[src/rtl/dmem_pkg.sv]
// Shared types and helpers for the pipelined data memory: size codes, FSM
// states, request decode (byte enables + error) and load-lane extraction.
package dmem_pkg;

  // RV32I load/store funct3 encodings
  typedef enum logic [2:0] {
    SZ_B  = 3'b000,
    SZ_H  = 3'b001,
    SZ_W  = 3'b010,
    SZ_BU = 3'b100,
    SZ_HU = 3'b101
  } size_e;

  typedef enum logic [1:0] {
    StIdle,
    StWait,
    StResp
  } state_e;

  typedef struct packed {
    logic [3:0] be;
    logic       err;
  } dec_t;

  // Byte enables are only non-zero for a legal store; loads and errors write nothing.
  function automatic dec_t decode_req(input logic        we,
                                      input logic [31:0] addr,
                                      input logic [2:0]  size,
                                      input int unsigned depth_words);
    dec_t d;
    d.be  = 4'b0000;
    d.err = 1'b0;
    case (size)
      SZ_B, SZ_BU: d.be = 4'b0001 << addr[1:0];
      SZ_H, SZ_HU: begin
        d.be  = addr[1] ? 4'b1100 : 4'b0011;
        d.err = addr[0];
      end
      SZ_W: begin
        d.be  = 4'b1111;
        d.err = (addr[1:0] != 2'b00);
      end
      default: d.err = 1'b1;
    endcase
    if (we && (size == SZ_BU || size == SZ_HU)) d.err = 1'b1;
    if ({2'b00, addr[31:2]} >= depth_words) d.err = 1'b1;
    if (d.err || !we) d.be = 4'b0000;
    return d;
  endfunction

  // Pick the addressed lane(s) out of a word and extend to 32 bits.
  function automatic logic [31:0] extract(input logic [31:0] word,
                                          input logic [1:0]  lane,
                                          input logic [2:0]  size);
    logic [31:0] sh;
    logic [7:0]  b;
    logic [15:0] h;
    sh = word >> {lane, 3'b000};
    b  = sh[7:0];
    h  = lane[1] ? word[31:16] : word[15:0];
    case (size)
      SZ_B:    return {{24{b[7]}}, b};
      SZ_BU:   return {24'h000000, b};
      SZ_H:    return {{16{h[15]}}, h};
      SZ_HU:   return {16'h0000, h};
      default: return word;
    endcase
  endfunction

endpackage

[src/rtl/dmem_array.sv]
// Single-port word RAM with per-byte write enables and registered read data.
// An enabled access with no byte enables is a read; read data holds otherwise.
module dmem_array #(
  parameter int unsigned DEPTH_WORDS = 64,
  parameter int unsigned ADDR_W      = 6
) (
  input  logic              clk,
  input  logic              en,
  input  logic [3:0]        be,
  input  logic [ADDR_W-1:0] addr,
  input  logic [31:0]       wdata,
  output logic [31:0]       rdata
);

  logic [31:0] mem [DEPTH_WORDS];

  // Byte-masked write or synchronous read
  always_ff @(posedge clk) begin
    if (en) begin
      for (int i = 0; i < 4; i++) begin
        if (be[i]) mem[addr][8*i +: 8] <= wdata[8*i +: 8];
      end
      if (be == 4'b0000) rdata <= mem[addr];
    end
  end

endmodule

[src/rtl/dmem_pipe.sv]
// Data memory with a valid/ready request port, one outstanding transaction and
// a fixed request-to-response latency. Stores commit at acceptance; loads read
// at acceptance and the RAM read register holds the word until the response
// is consumed, so extraction is applied on the way out.
module dmem_pipe
  import dmem_pkg::*;
#(
  parameter int unsigned DEPTH_WORDS = 64,
  parameter int unsigned LATENCY     = 1
) (
  input  logic        clk,
  input  logic        reset,
  input  logic        req_valid,
  output logic        req_ready,
  input  logic        req_we,
  input  logic [31:0] req_addr,
  input  logic [31:0] req_wdata,
  input  logic [2:0]  req_size,
  output logic        rsp_valid,
  input  logic        rsp_ready,
  output logic [31:0] rsp_rdata,
  output logic        rsp_err
);

  localparam int unsigned AddrW   = $clog2(DEPTH_WORDS);
  localparam logic [1:0]  CntInit = (LATENCY > 1) ? 2'(LATENCY - 2) : 2'd0;

  state_e      state_q;
  logic [1:0]  cnt_q;
  logic        req_ready_q;
  logic        rsp_valid_q;
  logic        err_q;
  logic        load_ok_q;
  logic [2:0]  size_q;
  logic [1:0]  lane_q;
  logic        accept;
  dec_t        dec;
  logic [31:0] ram_wdata;
  logic [31:0] ram_rdata;

  assign dec    = decode_req(req_we, req_addr, req_size, DEPTH_WORDS);
  assign accept = req_valid & req_ready_q & ~reset;

  // Replicate store data across lanes; byte enables pick the target lanes
  always_comb begin
    ram_wdata = req_wdata;
    case (req_size[1:0])
      2'b00:   ram_wdata = {4{req_wdata[7:0]}};
      2'b01:   ram_wdata = {2{req_wdata[15:0]}};
      default: ram_wdata = req_wdata;
    endcase
  end

  dmem_array #(
    .DEPTH_WORDS(DEPTH_WORDS),
    .ADDR_W     (AddrW)
  ) u_array (
    .clk  (clk),
    .en   (accept),
    .be   (dec.be),
    .addr (req_addr[AddrW+1:2]),
    .wdata(ram_wdata),
    .rdata(ram_rdata)
  );

  // Transaction FSM with registered handshake outputs
  always_ff @(posedge clk) begin
    if (reset) begin
      state_q     <= StIdle;
      cnt_q       <= 2'd0;
      req_ready_q <= 1'b1;
      rsp_valid_q <= 1'b0;
      err_q       <= 1'b0;
      load_ok_q   <= 1'b0;
      size_q      <= 3'b000;
      lane_q      <= 2'b00;
    end else begin
      unique case (state_q)
        StIdle: begin
          if (accept) begin
            req_ready_q <= 1'b0;
            err_q       <= dec.err;
            load_ok_q   <= ~req_we & ~dec.err;
            size_q      <= req_size;
            lane_q      <= req_addr[1:0];
            if (LATENCY == 1) begin
              state_q     <= StResp;
              rsp_valid_q <= 1'b1;
            end else begin
              state_q <= StWait;
              cnt_q   <= CntInit;
            end
          end
        end
        StWait: begin
          if (cnt_q == 2'd0) begin
            state_q     <= StResp;
            rsp_valid_q <= 1'b1;
          end else begin
            cnt_q <= cnt_q - 2'd1;
          end
        end
        StResp: begin
          if (rsp_ready) begin
            state_q     <= StIdle;
            rsp_valid_q <= 1'b0;
            req_ready_q <= 1'b1;
          end
        end
        default: state_q <= StIdle;
      endcase
    end
  end

  assign req_ready = req_ready_q;
  assign rsp_valid = rsp_valid_q;
  assign rsp_err   = rsp_valid_q & err_q;
  assign rsp_rdata = (rsp_valid_q & load_ok_q) ? extract(ram_rdata, lane_q, size_q) : 32'h0;

endmodule

[config.mk]
export PLATFORM = sky130hd
export DESIGN_NAME = dmem_pipe
export DESIGN_NICKNAME = d
export VERILOG_FILES = /design/src/rtl/dmem_pkg.sv /design/src/rtl/dmem_array.sv /design/src/rtl/dmem_pipe.sv
export SDC_FILE = /design/constraint.sdc
export NUM_CORES = 2
export LEC_CHECK = 0
export BUFFER_PORTS_ARGS = -buffer_cell sky130_fd_sc_hd__buf_2
export CAP_MARGIN = 15
export CORE_AREA = 5 5 460 462
export CTS_BUF_LIST = sky130_fd_sc_hd__clkbuf_4
export CTS_CLUSTER_DIAMETER = 120
export DETAILED_ROUTE_END_ITERATION = 12
export DIE_AREA = 0 0 465 467
export PLACE_DENSITY = 0.58
export SETUP_SLACK_MARGIN = 0.05
export SLEW_MARGIN = 20
export SYNTH_ARGS = -nofsm -noshare
export SYNTH_HDL_FRONTEND = slang
export SYNTH_SLANG_ARGS = --single-unit
[constraint.sdc]
create_clock -name clk -period 13.6 [get_ports clk]
set_input_delay 2.72 -clock clk [delete_from_list [all_inputs] [get_ports clk]]
set_output_delay 2.72 -clock clk [all_outputs]
set_load 0.005 [all_outputs]
==> Word-level counts from Yosys, hierarchy flattened <==
Memories as Yosys holds them, arrays and structs flattened. A register that Yosys moved wholly into a read port is not among the register bits.
Index checks and enable logic that the tools add are counted.
{ "classes": {"n_eq_ne": 13, "n_reduce_logical": 21, "shift": 2, "bitwise": 9, "add_sub_neg": 1, "muxes": 33, "order_cmp": 1} }
{ "op_table": {"columns": ["operator", "n"], "rows": [
  ["$pmux 32 s4", 1],
  ["$pmux 32 s2", 1],
  ["$mux 32", 1],
  ["$shr 32x5->8", 1],
  ["$ge 30x7->1 const B", 1],
  ["$mux 1", 19],
  ["$mux 16", 1],
  ["$eq 3x3->1 const B", 4],
  ["$pmux 4 s3", 1],
  ["$mux 4", 2],
  ["$eq 3x1->1 const B", 2],
  ["$logic_not 2->1", 3],
  ["$logic_not 3->1", 2],
  ["$mux 2", 3],
  ["$ne 2x2->1 const B", 3],
  ["$pmux 1 s3", 2],
  ["$pmux 2 s3", 1],
  ["$reduce_and 2->1", 3],
  ["$reduce_and 3->1", 2],
  ["$and 1x1->1", 5],
  ["$eq 2x1->1 const B", 2],
  ["$logic_not 4->1", 1],
  ["$not 1->1", 4],
  ["$reduce_and 4->1", 1],
  ["other kinds (11)", 14]
]} }
{ "word_totals": {"mem_bits_rw": 2048, "out_inout_bits": 35, "register_bits": 13, "word_cells": 89, "n_memories": 1} }
{ "memory_table": {"columns": ["name", "depth", "word_bits", "read_ports", "rd_clocked_by_memory_dff", "write_ports", "line", "text"], "rows": [
  ["u_array.mem", 64, 32, 1, 1, 1, "dmem_array.sv:15", "logic [31:0] mem [DEPTH_WORDS];"]
]} }

==> Longest topological paths before layout <==
{ "depth": {"word_depth": 10, "depth_mapped": 12} }

==> By module <==
A second synthesis with hierarchy kept.
{ "hier_totals": {"cells_unflattened": 4865, "area_unflattened_um2": 81181.6} }
{ "modules_own_cells": {"columns": ["mod", "cells_per_inst", "area_per_inst_um2", "seq_area_each_um2", "instances"], "rows": [
  ["dmem_array", 4609, 79553.8, 62459.9, 1],
  ["dmem_pipe", 256, 1627.8, 180.2, 1]
]} }

==> Worst setup path before layout <==
Ideal clock, no wire load.
{ "synth_timing": {"path_type": "input-to-reg", "start": "input req_size[0]", "end": "memory u_array.mem[0][24] (data pin)", "path_buffers": 2, "setup_ns": 0.702, "slack_ns": 6.879, "arrival_ns": 6.019, "t_required_ns": 12.898, "path_stages": 4, "cell_sequence": "clkbuf_1 buf_1 mux2i_1 o21ai_0"} }
{ "synth_via": {"elab_chain_cells": 2} }
{ "synth_rtl": {"columns": ["element", "line", "text"], "rows": [
  ["from (decl)", "dmem_pipe.sv:18", "input logic [2:0] req_size,"],
  ["$eq 2x1->1 / $logic_not 2->1 (equally long branches)", "dmem_pipe.sv:47", "case (req_size[1:0])"],
  ["$pmux 32 s2 (*)", "dmem_pipe.sv:47", null],
  ["named net ram_wdata[24]", "dmem_pipe.sv:38", "logic [31:0] ram_wdata;"],
  ["to (decl)", "dmem_array.sv:15", null]
]} }
The timed path passes the listed nets; every way through them passes the cells marked *.

==> Final worst setup path <==
{ "layout_timing": {"start": "register u_array.rdata[23] (read register of u_array.mem)", "end": "output rsp_rdata[19]"} }
{ "layout_via": {"elab_chain_cells": 3} }
{ "layout_rtl": {"columns": ["element", "line", "text"], "rows": [
  ["from (decl)", "dmem_array.sv:12", "output logic [31:0] rdata"],
  ["$shr 32x5->8", "dmem_pkg.sv:58", "sh = word >> {lane, 3'b000};"],
  ["$pmux 32 s4", "dmem_pkg.sv:61", "case (size)"],
  ["$mux 32", "dmem_pipe.sv:118", "assign rsp_rdata = (rsp_valid_q & load_ok_q) ? extract(ram_rdata, lane_q, size_q) : 32'h0;"],
  ["to (decl)", "dmem_pipe.sv:21", "output logic [31:0] rsp_rdata,"]
]} }
No other way between the ends.

==> summary.txt <==
Floorplan
  – Chip width: 465 um
  – I/O pins: around 110
  – Die Height: between 400 and 500 um
  – Full die area: about 220000 um2
  – Rows: around 170
  – Core box area: ~210000 um2
  – Starting Density: 39.8%

Critical path
  – Critical path class: reg2out
  – RR Endpoint: u_array.mem[47][0]
  – Worst R2R Start: req_ready
  – Reg-to-reg slack, setup: 10150 ps
  – Worst EP required: between 10000 and 15000 ps
  – CP Max Fanout: 16
  – Startpoint Class: flop
  – Reg2reg path depth: 7
  – Crit end category: primary output
  – Crit path DAT: 4280 ps
  – Crit. Startpoint: u_array.rdata[23]

Yosys
  – Sequential area share after synthesis: about three quarters
  – Ys Warns: 0
  – Ys flop type: edfxtp_1
  – Synth unique cells: 73
  – FFs w/ async S/R, synth: 0%
  – Post-synth top area share: 76.0%
  – Synth Area per Inst: 17.5 um2
  – Synth Instances: around 4700
  – Synth top cells by count: edfxtp_1 (2080), nor2_1 (360), mux2i_1 (342), nand2_1 (209), a21oi_1 (175)
  – Syn_nets: between 4000 and 5000
  – #FFs+latches synth: 2089
  – Synth Cell Area: 82200 um2
  – Post-synth EDFFs: 2080
  – Yosys top cell by area: edfxtp_1
  – Synth area leaders: edfxtp_1 (76%), mux4_2 (4.3%), mux2i_1 (4.2%), nor2_1 (1.6%), a221oi_1 (1.6%)
  – Most numerous cell in the Yosys netlist: edfxtp_1

Timing
  – Unrepaired setup endpoints after global routing: false
  – Final setup TNS: 0 ps
  – Hold violation count in the final report: 0
  – Final setup vio count: 0
  – Fmax: 143 MHz
  – Slew headroom: between 20% and 30%
  – Period minus WS final: 7000 ps
  – Post-Route Skew: 119 ps
  – Tcrit/Tclk final: 51.5%
  – Final Max Tran Viols: 0
  – Worst Tran Pin Value: 1190 ps

Routing
  – Antenna Nets Post-Route: 0
  – Drt first pass iters: 8
  – Routed vias/inst: 6.20
  – Routed vias: 51026
  – Drt wl/cell: 34.9 um
  – DRC Markers: 0
  – DRT Wirelength: 288000 um
  – DRT iter0 DRCs: 7814

Hold path
  – Hold Crit Depth: 2
  – Type of the most critical hold path: reg2reg
  – Hold wc startpoint: size_q[2]
  – WHS Endpoint: size_q[2]

Placement
  – Routability Congestion: about 0.9
  – Hpwl dp: 171000 um
  – PortBufs: about 110
  – Placed Cells: 7299

Pwr
  – Peak VDD IR: 0.0977 mV
  – Pwr Density: 144 nW/um2
  – Leak pwr: 0.0300 uW
  – Pwr Total: 13300 uW

Global routing
  – Global-route wire length before repair: 393000 um
  – Number of global-route vias before repair: around 50000
  – Total Routing Usage GR: 25.8%
  – Initial antenna violation count: 25
  – Congestion Overflow GR: 0
  – Largest net degree at the start of global routing: 107

Clock tree
  – CTS tree: done
  – Hold-fix buffers, CTS: 0
  – H-tree levels: 6
  – Post-CTS sizing: 0
  – Root buf cell: clkbuf_4
  – Worst-path clk slew: 60 ps
  – CTS Buf Count: 563
  – Bufs on Longest Clock Path: 4
  – Clock sink total: 2089
  – Post-CTS setup buffers: 0
  – Worst-Skew Late Latency: between 1000 and 1500 ps

Finish
  – Layout Utilization: 44.8%
  – Fin nets: 5232
  – Non-Filler Instances: 8236
  – Area of the multi-input gates: 18100 um2
  – Register area: roughly 63000 um2
  – Layout area overhead: 12.5%
  – Layout cell share with drive strength beyond 1: roughly a quarter
  – Filler Cell Count: about 18000

Status
  – Status: finished clean

Flow run
  – Max-cap viol count: 0
==> area by class of cell <==
class                           instances  area share, %
Antenna cell                           22         0.0595
Timing Repair Buffer                  225           1.66
Multi-Input combinational cell       2252           19.6
Clock inverter                        118          0.725
Tap cell                             2704           3.66
Clock buffer                          797           6.47
Sequential cell                      2089           67.7
Inverter                               29          0.129
==> metal layers <==
layer | GRT usage [%] | up-vias | part of all wire, %
li1 | - | 20307 | -
met1 | 33.4 | 26052 | 37
met2 | 38.8 | 3894 | 45
met3 | 7.79 | 747 | 12
met4 | 14.8 | 26 | 6.1
met5 | 0 | - | 0.054
==> cell usage in the layout, fill, tap and decap left out, types with 8 or more instances in the layout <==
cell type  synthesis  layout
a221oi_1         146     146
a311oi_1           9       8
nor3_1            16      15
o211ai_1          14      14
edfxtp_1        2080    2080
diode_2            0      22
nand2_1          209     208
nor2_4             0       9
mux2i_1          342     342
nand3_1           12      11
a222oi_1          13      13
o22a_1             9       9
clkinv_1           0      78
nor4_1            13      13
nand4_1           10      10
buf_2            108     103
a211oi_1          11      11
inv_1             27      26
clkbuf_4           0     797
a22oi_1          142     142
a22o_1            32      32
o21ai_4            0      11
mux2_2           109     108
o2bb2ai_1         14      14
nor2_2             0      12
clkinv_2           0      13
dfxtp_1            9       8
buf_4             49     112
a21oi_1          175     175
o22ai_1          119     119
inv_2              2      14
mux4_2           158     158
o21ai_0          141     133
a31oi_1           31      31
nor2_1           360     339
a221o_1           32      32
==> through the flow <==
stage / hold WS [ps] / setup slack [ps] / instance area, um2
after CTS: 479 / 6540 / 92400
after floorplan: 449 / 6880 / 82200
after global placement: 465 / 6160 / 85700
after detailed placement: 471 / 6150 / 85800
after global routing: 513 / 6620 / 92400
final: 481 / 6600 / 92500
==> worst max-delay path, cell delays in order (launching register included) <==
cell      delay (ps)
edfxtp_1         660
mux4_2           560
nand2b_1         110
a21oi_1           80
o21ai_2          820
a21oi_1          370
buf_2            260
==> sequential cells by signal (all words and copies together), names as in the netlist <==
signal / count
load_ok_q: 1
state_q: 1
req_ready: 1
lane_q: 2
u_array.rdata: 32
size_q: 3
u_array.mem: 2048
err_q: 1
==> how the worst max path moves through the flow <==
stage	to	slack, ps	cells past startpoint
CTS	rsp_rdata[19]	6540	6
global placement	u_array.rdata[4]	6160	8
floorplan	u_array.mem[0][24]	6880	4
finish	rsp_rdata[19]	6600	6
global route	rsp_rdata[19]	6620	6
detailed placement	u_array.rdata[4]	6150	8
==> kinds of logic (layout without fill, tap and decap cells) <==
kind of cell           count (synthesis)  after routing  share of synthesized area [%]
AOI/OAI and AO/OA                    947            947                           8.00
buffers and inverters                356           1169                           2.21
DFF                                 2089           2089                           76.2
muxes                                611            611                           10.0
other                                  0             22                              0
and+or+nand+nor                      694            694                           3.59
==> power breakdown <==
part | internal [uW] | leakage (uW) | switching, uW
sequential | 7130 | 0.0188 | 20.1
combinational | 206 | 0.00723 | 593
clock | 2810 | 0.00402 | 2580
Note: power is estimated with default switching activity, not from simulation.
